## config.mk

```make
export PLATFORM = sky130hd
export DESIGN_NAME = mem_arbiter
export DESIGN_NICKNAME = d
export VERILOG_FILES = /design/src/rtl/mem_arbiter.sv
export SDC_FILE = /design/constraint.sdc
export NUM_CORES = 1
export LEC_CHECK = 0
export CAP_MARGIN = 15
export CORE_ASPECT_RATIO = 0.6
export CORE_UTILIZATION = 42
export DETAILED_ROUTE_END_ITERATION = 12
export GPL_TIMING_DRIVEN = 0
export PLACE_DENSITY_LB_ADDON = 0.05
export SETUP_SLACK_MARGIN = 0.4
export SYNTH_ARGS = -nofsm -noshare
export SYNTH_HDL_FRONTEND = slang
export SYNTH_SLANG_ARGS = --single-unit
export TNS_END_PERCENT = 50
```

## constraint.sdc

```tcl
create_clock -name clk_i -period 2.6 [get_ports clk_i]
set_input_delay 0.39 -clock clk_i [delete_from_list [all_inputs] [get_ports clk_i]]
set_output_delay 0.39 -clock clk_i [all_outputs]
set_load 0.005 [all_outputs]
```

## src/rtl/mem_arbiter.sv

```systemverilog
`timescale 1ns/1ps
// ---------------------------------------------------------------------------
// mem_arbiter
//
// Shares one single-port memory between the instruction-fetch port and the
// MEM-stage data port of a pipelined core. One transaction is in flight at a
// time: IDLE arbitrates, GNT_I / GNT_D hold the request on the memory until it
// acks (or the wait counter times out), and RESP pulses the winner's ack.
// The data port normally wins, but a fetch that has been passed over
// STARVE_LIMIT times in a row is served next.
//
// Ports
//   clk_i, rst_i          clock, synchronous active-high reset
//   i_req_i, i_addr_i     fetch read request and address
//   i_ack_o, i_rdata_o    fetch completion pulse and read data
//   d_req_i, d_we_i       data request, 1 = write
//   d_addr_i, d_wdata_i   data address and write data
//   d_ack_o, d_rdata_o    data completion pulse and read data
//   mem_req_o, mem_we_o   request / write enable to the shared memory
//   mem_addr_o            memory address
//   mem_wdata_o           memory write data
//   mem_ack_i             one-cycle memory completion, read data valid with it
//   mem_rdata_i           memory read data
//   stall_o               pipeline stall while any request is unanswered
//   err_o                 sticky error: timeout or stray memory ack
// ---------------------------------------------------------------------------
module mem_arbiter #(
    parameter int AW           = 32,
    parameter int DW           = 32,
    parameter int STARVE_LIMIT = 4,
    parameter int TIMEOUT      = 64
) (
    input  logic          clk_i,
    input  logic          rst_i,
    input  logic          i_req_i,
    input  logic [AW-1:0] i_addr_i,
    output logic          i_ack_o,
    output logic [DW-1:0] i_rdata_o,
    input  logic          d_req_i,
    input  logic          d_we_i,
    input  logic [AW-1:0] d_addr_i,
    input  logic [DW-1:0] d_wdata_i,
    output logic          d_ack_o,
    output logic [DW-1:0] d_rdata_o,
    output logic          mem_req_o,
    output logic          mem_we_o,
    output logic [AW-1:0] mem_addr_o,
    output logic [DW-1:0] mem_wdata_o,
    input  logic          mem_ack_i,
    input  logic [DW-1:0] mem_rdata_i,
    output logic          stall_o,
    output logic          err_o
);

    localparam int SW = $clog2(STARVE_LIMIT + 1);
    localparam int WW = (TIMEOUT > 1) ? $clog2(TIMEOUT) : 1;
    localparam logic [SW-1:0] STARVE_MAX = SW'(STARVE_LIMIT);
    localparam logic [WW-1:0] WAIT_MAX   = WW'(TIMEOUT - 1);

    typedef enum logic [1:0] {
        IDLE  = 2'd0,
        GNT_I = 2'd1,
        GNT_D = 2'd2,
        RESP  = 2'd3
    } state_e;

    state_e          state_q,     state_d;
    logic [SW-1:0]   starveCnt_q, starveCnt_d;
    logic [WW-1:0]   waitCnt_q,   waitCnt_d;
    logic [AW-1:0]   addr_q,      addr_d;
    logic [DW-1:0]   wdata_q,     wdata_d;
    logic            we_q,        we_d;
    logic            isData_q,    isData_d;
    logic [DW-1:0]   iRdata_q,    iRdata_d;
    logic [DW-1:0]   dRdata_q,    dRdata_d;
    logic            err_q,       err_d;
    logic            inGrant;

    assign inGrant = (state_q == GNT_I) || (state_q == GNT_D);

    // State register. Reset abandons whatever transaction is in flight without
    // an ack; any memory ack that still arrives is then treated as stray.
    always_ff @(posedge clk_i) begin
        if (rst_i) begin
            state_q     <= IDLE;
            starveCnt_q <= '0;
            waitCnt_q   <= '0;
            addr_q      <= '0;
            wdata_q     <= '0;
            we_q        <= 1'b0;
            isData_q    <= 1'b0;
            iRdata_q    <= '0;
            dRdata_q    <= '0;
            err_q       <= 1'b0;
        end else begin
            state_q     <= state_d;
            starveCnt_q <= starveCnt_d;
            waitCnt_q   <= waitCnt_d;
            addr_q      <= addr_d;
            wdata_q     <= wdata_d;
            we_q        <= we_d;
            isData_q    <= isData_d;
            iRdata_q    <= iRdata_d;
            dRdata_q    <= dRdata_d;
            err_q       <= err_d;
        end
    end

    // Next-state logic. Arbitration happens only in IDLE, so requests seen
    // during RESP wait one more cycle. The winner's address, write enable and
    // write data are latched on grant entry so the memory sees stable values
    // even if the requester drops its request early. A memory ack outside a
    // grant never touches data or state, it only raises the sticky error.
    always_comb begin
        state_d     = state_q;
        starveCnt_d = starveCnt_q;
        waitCnt_d   = waitCnt_q;
        addr_d      = addr_q;
        wdata_d     = wdata_q;
        we_d        = we_q;
        isData_d    = isData_q;
        iRdata_d    = iRdata_q;
        dRdata_d    = dRdata_q;
        err_d       = err_q | (mem_ack_i & ~inGrant);

        case (state_q)
            IDLE: begin
                if (d_req_i && !(i_req_i && (starveCnt_q == STARVE_MAX))) begin
                    state_d   = GNT_D;
                    addr_d    = d_addr_i;
                    we_d      = d_we_i;
                    wdata_d   = d_wdata_i;
                    isData_d  = 1'b1;
                    waitCnt_d = '0;
                    if (i_req_i && (starveCnt_q != STARVE_MAX)) begin
                        starveCnt_d = starveCnt_q + 1'b1;
                    end
                end else if (i_req_i) begin
                    state_d     = GNT_I;
                    addr_d      = i_addr_i;
                    we_d        = 1'b0;
                    wdata_d     = '0;
                    isData_d    = 1'b0;
                    waitCnt_d   = '0;
                    starveCnt_d = '0;
                end
            end
            GNT_I, GNT_D: begin
                if (mem_ack_i) begin
                    state_d = RESP;
                    if (isData_q) begin
                        dRdata_d = mem_rdata_i;
                    end else begin
                        iRdata_d = mem_rdata_i;
                    end
                end else if (waitCnt_q == WAIT_MAX) begin
                    state_d = RESP;
                    err_d   = 1'b1;
                    if (isData_q) begin
                        dRdata_d = '0;
                    end else begin
                        iRdata_d = '0;
                    end
                end else begin
                    waitCnt_d = waitCnt_q + 1'b1;
                end
            end
            RESP: begin
                state_d = IDLE;
            end
            default: begin
                state_d = IDLE;
            end
        endcase
    end

    assign mem_req_o   = inGrant;
    assign mem_we_o    = we_q;
    assign mem_addr_o  = addr_q;
    assign mem_wdata_o = wdata_q;
    assign i_ack_o     = (state_q == RESP) && !isData_q;
    assign d_ack_o     = (state_q == RESP) && isData_q;
    assign i_rdata_o   = iRdata_q;
    assign d_rdata_o   = dRdata_q;
    assign err_o       = err_q;
    assign stall_o     = (i_req_i & ~i_ack_o) | (d_req_i & ~d_ack_o);

endmodule

```

==> impl_results.rst <==
.. list-table::
   :header-rows: 1

   * - Metric
     - Value
   * - Outcome
     - finished, final reports clean
   * - Total routing resource utilization after global routing
     - 0.266
   * - Routed via count divided by cell count
     - 5.18
   * - Worst hold start
     - i_req_i
   * - Synth warn
     - 0
   * - Kind of critical path
     - flop to primary output
   * - Antenna violations before repair
     - 0
   * - FF/Latch Area
     - 0.00284 mm²
   * - Detailed-route wire length per cell
     - 16.0 µm
   * - Wire length of the first global-routing pass
     - 30.0 mm
   * - Number of top-level pins
     - 268
   * - Vias
     - 6082
   * - M1 WL
     - 8.87 mm
   * - Clock Tree Root
     - sky130_fd_sc_hd__clkbuf_16
   * - Flop and latch count out of synthesis
     - 142
   * - Main area contributors after synthesis
     - sky130_fd_sc_hd__dfxtp_1 (49%), sky130_fd_sc_hd__nand2_1 (8.5%), sky130_fd_sc_hd__a21oi_1 (5.9%)
   * - Category of the worst setup path capture point
     - primary output
   * - Most frequent cells in the layout
     - sky130_fd_sc_hd__clkdlybuf4s50_1 (263), sky130_fd_sc_hd__dfxtp_1 (141), sky130_fd_sc_hd__nand2_1 (132)
   * - Chip Height
     - 93.2 µm
   * - Final nets
     - 1129
   * - Clock insertion delay at the later pin of the skew report
     - 0.41 ns
   * - DRC Markers
     - 0
   * - Number of placement rows
     - 32
   * - Final wirelength
     - 18.8 mm
   * - Horizontal die dimension
     - 154 µm
   * - Netlist area before placement
     - 0.00583 mm²
   * - Required time of the critical path
     - 2.21 ns
   * - Sink of the worst hold path
     - starveCnt_q[1]
   * - Max-Slew Margin vs Limit
     - 0.566
   * - Layout Area Growth over Synthesis
     - 60.6%
   * - Largest voltage drop on the vdd net
     - 0.468 mV
   * - First-pass DRT Iterations
     - 5
   * - FF-to-FF End
     - i_rdata_o[21]
   * - Post-synthesis net count
     - 843
   * - Initial Util
     - 0.442
   * - CTS tree
     - yes
   * - Setup violators final
     - 0
   * - Leakage power
     - 3.41 nW
   * - Layout cell share with drive strength beyond 1
     - 0.0588
   * - Tightest Hold Check Type
     - input pin to flop
   * - Total clock sinks
     - 142
   * - Inserted Clock Buffers
     - 17
   * - Number of filler instances in the final layout
     - 1111
   * - Area of the core
     - 0.0132 mm²
   * - Routed length on met3
     - 1.72 mm
   * - FFs w/ async S/R, synth
     - 0
   * - Number of distinct library cells after synthesis
     - 46
   * - Clock transition time at the flip-flop clock pins of the worst setup and hold paths
     - 0.06 ns
   * - Final estimated routing congestion in global placement
     - 0.829
   * - Hold-critical path depth
     - 3
   * - Highest net fanout along the worst path
     - 10
   * - Cell taking the most area after synthesis
     - sky130_fd_sc_hd__dfxtp_1
   * - Max_cap viols
     - 0
   * - 1st-iter DRT viols
     - 381
   * - Period minus WS final
     - 2.13 ns
   * - Count of input and output buffers
     - 265
   * - Reg2reg setup slack
     - 0.53 ns
   * - Category of the worst setup path launch point
     - flop
   * - Residual overflow from global routing
     - 0
   * - Final hold vios
     - 0
   * - Amount of wire on met2 after detailed routing
     - 8.02 mm
   * - Smallest setup slack after layout
     - 0.471 ns
   * - Remaining antenna violation count
     - 0
   * - Fraction of synthesized cell area taken by the top area cell type
     - 0.488
   * - Layout Skew
     - 0.0121 ns
   * - Sum of negative setup slack
     - 0 ns
   * - Leading cell type in the layout, fill and taps excluded
     - sky130_fd_sc_hd__clkdlybuf4s50_1
   * - Final core utilization
     - 0.711
   * - Arr. time, crit path
     - 1.74 ns
   * - DP HPWL
     - 13.7 mm
   * - Footprint of the multi-input gates
     - 0.00269 mm²
   * - Leading register cell type out of synthesis
     - sky130_fd_sc_hd__dfxtp_1
   * - Pwr/cell area
     - 863 mW/mm²
   * - Hold slack
     - 0.335 ns
   * - Count of mapped cells out of synthesis
     - 704
   * - H-tree level count
     - 4
   * - # hold bufs at CTS
     - 0
   * - Syn avg cell area
     - 8.28 µm²
   * - Final Slew Violations
     - 0
   * - Fin crit share
     - 0.819
   * - Register-to-Register Path Depth
     - 8
   * - Die outline area
     - 0.0144 mm²
   * - Clock tree buffer depth
     - 2
   * - Critical R2R Launch
     - state_q[1]
   * - Pin count of the biggest net entering global routing
     - 17
   * - Worst slack at placement
     - 0.221 ns
   * - Number of global-route vias before repair
     - 5777
   * - Count of flip-flops with a built-in enable after synthesis
     - 0
   * - Setup repair after global routing missed its margin
     - true
   * - Max frequency
     - 470 MHz
   * - Portion of the post-synthesis area used by sequential elements
     - 0.488
   * - Number of diodes added for antenna fixing
     - 0
   * - Total power
     - 8.07 mW
   * - Slew of the pin with the lowest slew margin
     - 0.650 ns
   * - Top sig layer
     - met4
-- worst max-delay path by stage --
stage	startpoint	end	slack, ns	cells after the start
4_1_cts	state_q[1]	mem_req_o	0.41	3
5_1_grt	isData_q	stall_o	0.40	4
3_5_place_dp	isData_q	d_ack_o	0.22	4
3_3_place_gp	isData_q	d_ack_o	0.21	4
2_1_floorplan	state_q[1]	i_rdata_o[1]	0.74	7
6_report	isData_q	stall_o	0.47	4
-- registers in the layout, indices dropped and copies added (netlist names) --
signal       flops
mem_wdata_o     32
waitCnt_q        6
isData_q         1
mem_addr_o      32
err_o            1
i_rdata_o       32
state_q          2
d_rdata_o       32
mem_we_o         1
starveCnt_q      3
-- synth_stat cells, types with 10 or more instances --
cell type / n
sky130_fd_sc_hd__dfxtp_1: 142
sky130_fd_sc_hd__nand2_1: 132
sky130_fd_sc_hd__a21oi_1: 69
sky130_fd_sc_hd__clkbuf_1: 47
sky130_fd_sc_hd__nor2_1: 46
sky130_fd_sc_hd__and2_1: 34
sky130_fd_sc_hd__nand4_1: 34
sky130_fd_sc_hd__a31oi_1: 33
sky130_fd_sc_hd__mux2i_1: 33
sky130_fd_sc_hd__o21ai_0: 32
sky130_fd_sc_hd__nand3_1: 31
sky130_fd_sc_hd__buf_2: 10
-- power breakdown --
part	internal, mW	switching (mW)
clock network	1.64	0.958
logic	1.32	1.44
registers	2.53	0.179
-- worst max-delay path: stages (launching register included) --
cell                              delay, ns
sky130_fd_sc_hd__dfxtp_2               0.37
sky130_fd_sc_hd__clkbuf_8              0.19
sky130_fd_sc_hd__mux2i_1               0.08
sky130_fd_sc_hd__a21oi_1               0.14
sky130_fd_sc_hd__clkdlybuf4s50_1       0.55
-- metal layers --
layer,global-route usage,up-vias
met5,0,-
met4,0.0642,0
met2,0.406,236
li1,-,3019
met1,0.360,2810
met3,0.0894,17
-- area by class of cell --
| type | count | share of cell area |
|---|---|---|
| timing repair buffer | 267 | 0.285 |
| clock inverter | 12 | 0.0198 |
| tap | 170 | 0.0227 |
| buffer | 63 | 0.0306 |
| multi-input combinational | 491 | 0.287 |
| clock buffer | 20 | 0.0477 |
| inverter | 8 | 0.00321 |
| sequential | 142 | 0.304 |
-- cell families after synthesis --
kind of cell    after synthesis  share of synthesized area
fa+ha+maj                     5                     0.0107
buf+inv                      71                     0.0517
mux                          33                     0.0567
compound gates              161                      0.162
simple gates                292                      0.231
flops                       142                      0.488
-- what timing repair did --
action / 4_1_cts / 5_1_grt
setup endpoints to repair: 3 / 45
resized for setup: 7 / 4
buffers inserted: 0 / 2
pin swaps: 0 / 1
-- per-stage QoR --
| step | std cells | instance area (µm²) |
|---|---|---|
| 2_1_floorplan | 704 | 5830 |
| 3_3_place_gp | 1139 | 8690 |
| 3_5_place_dp | 1139 | 8690 |
| 4_1_cts | 1171 | 9340 |
| 5_1_grt | 1173 | 9360 |
| 6_report | 1173 | 9360 |
Power figures use the tool's default switching activity.
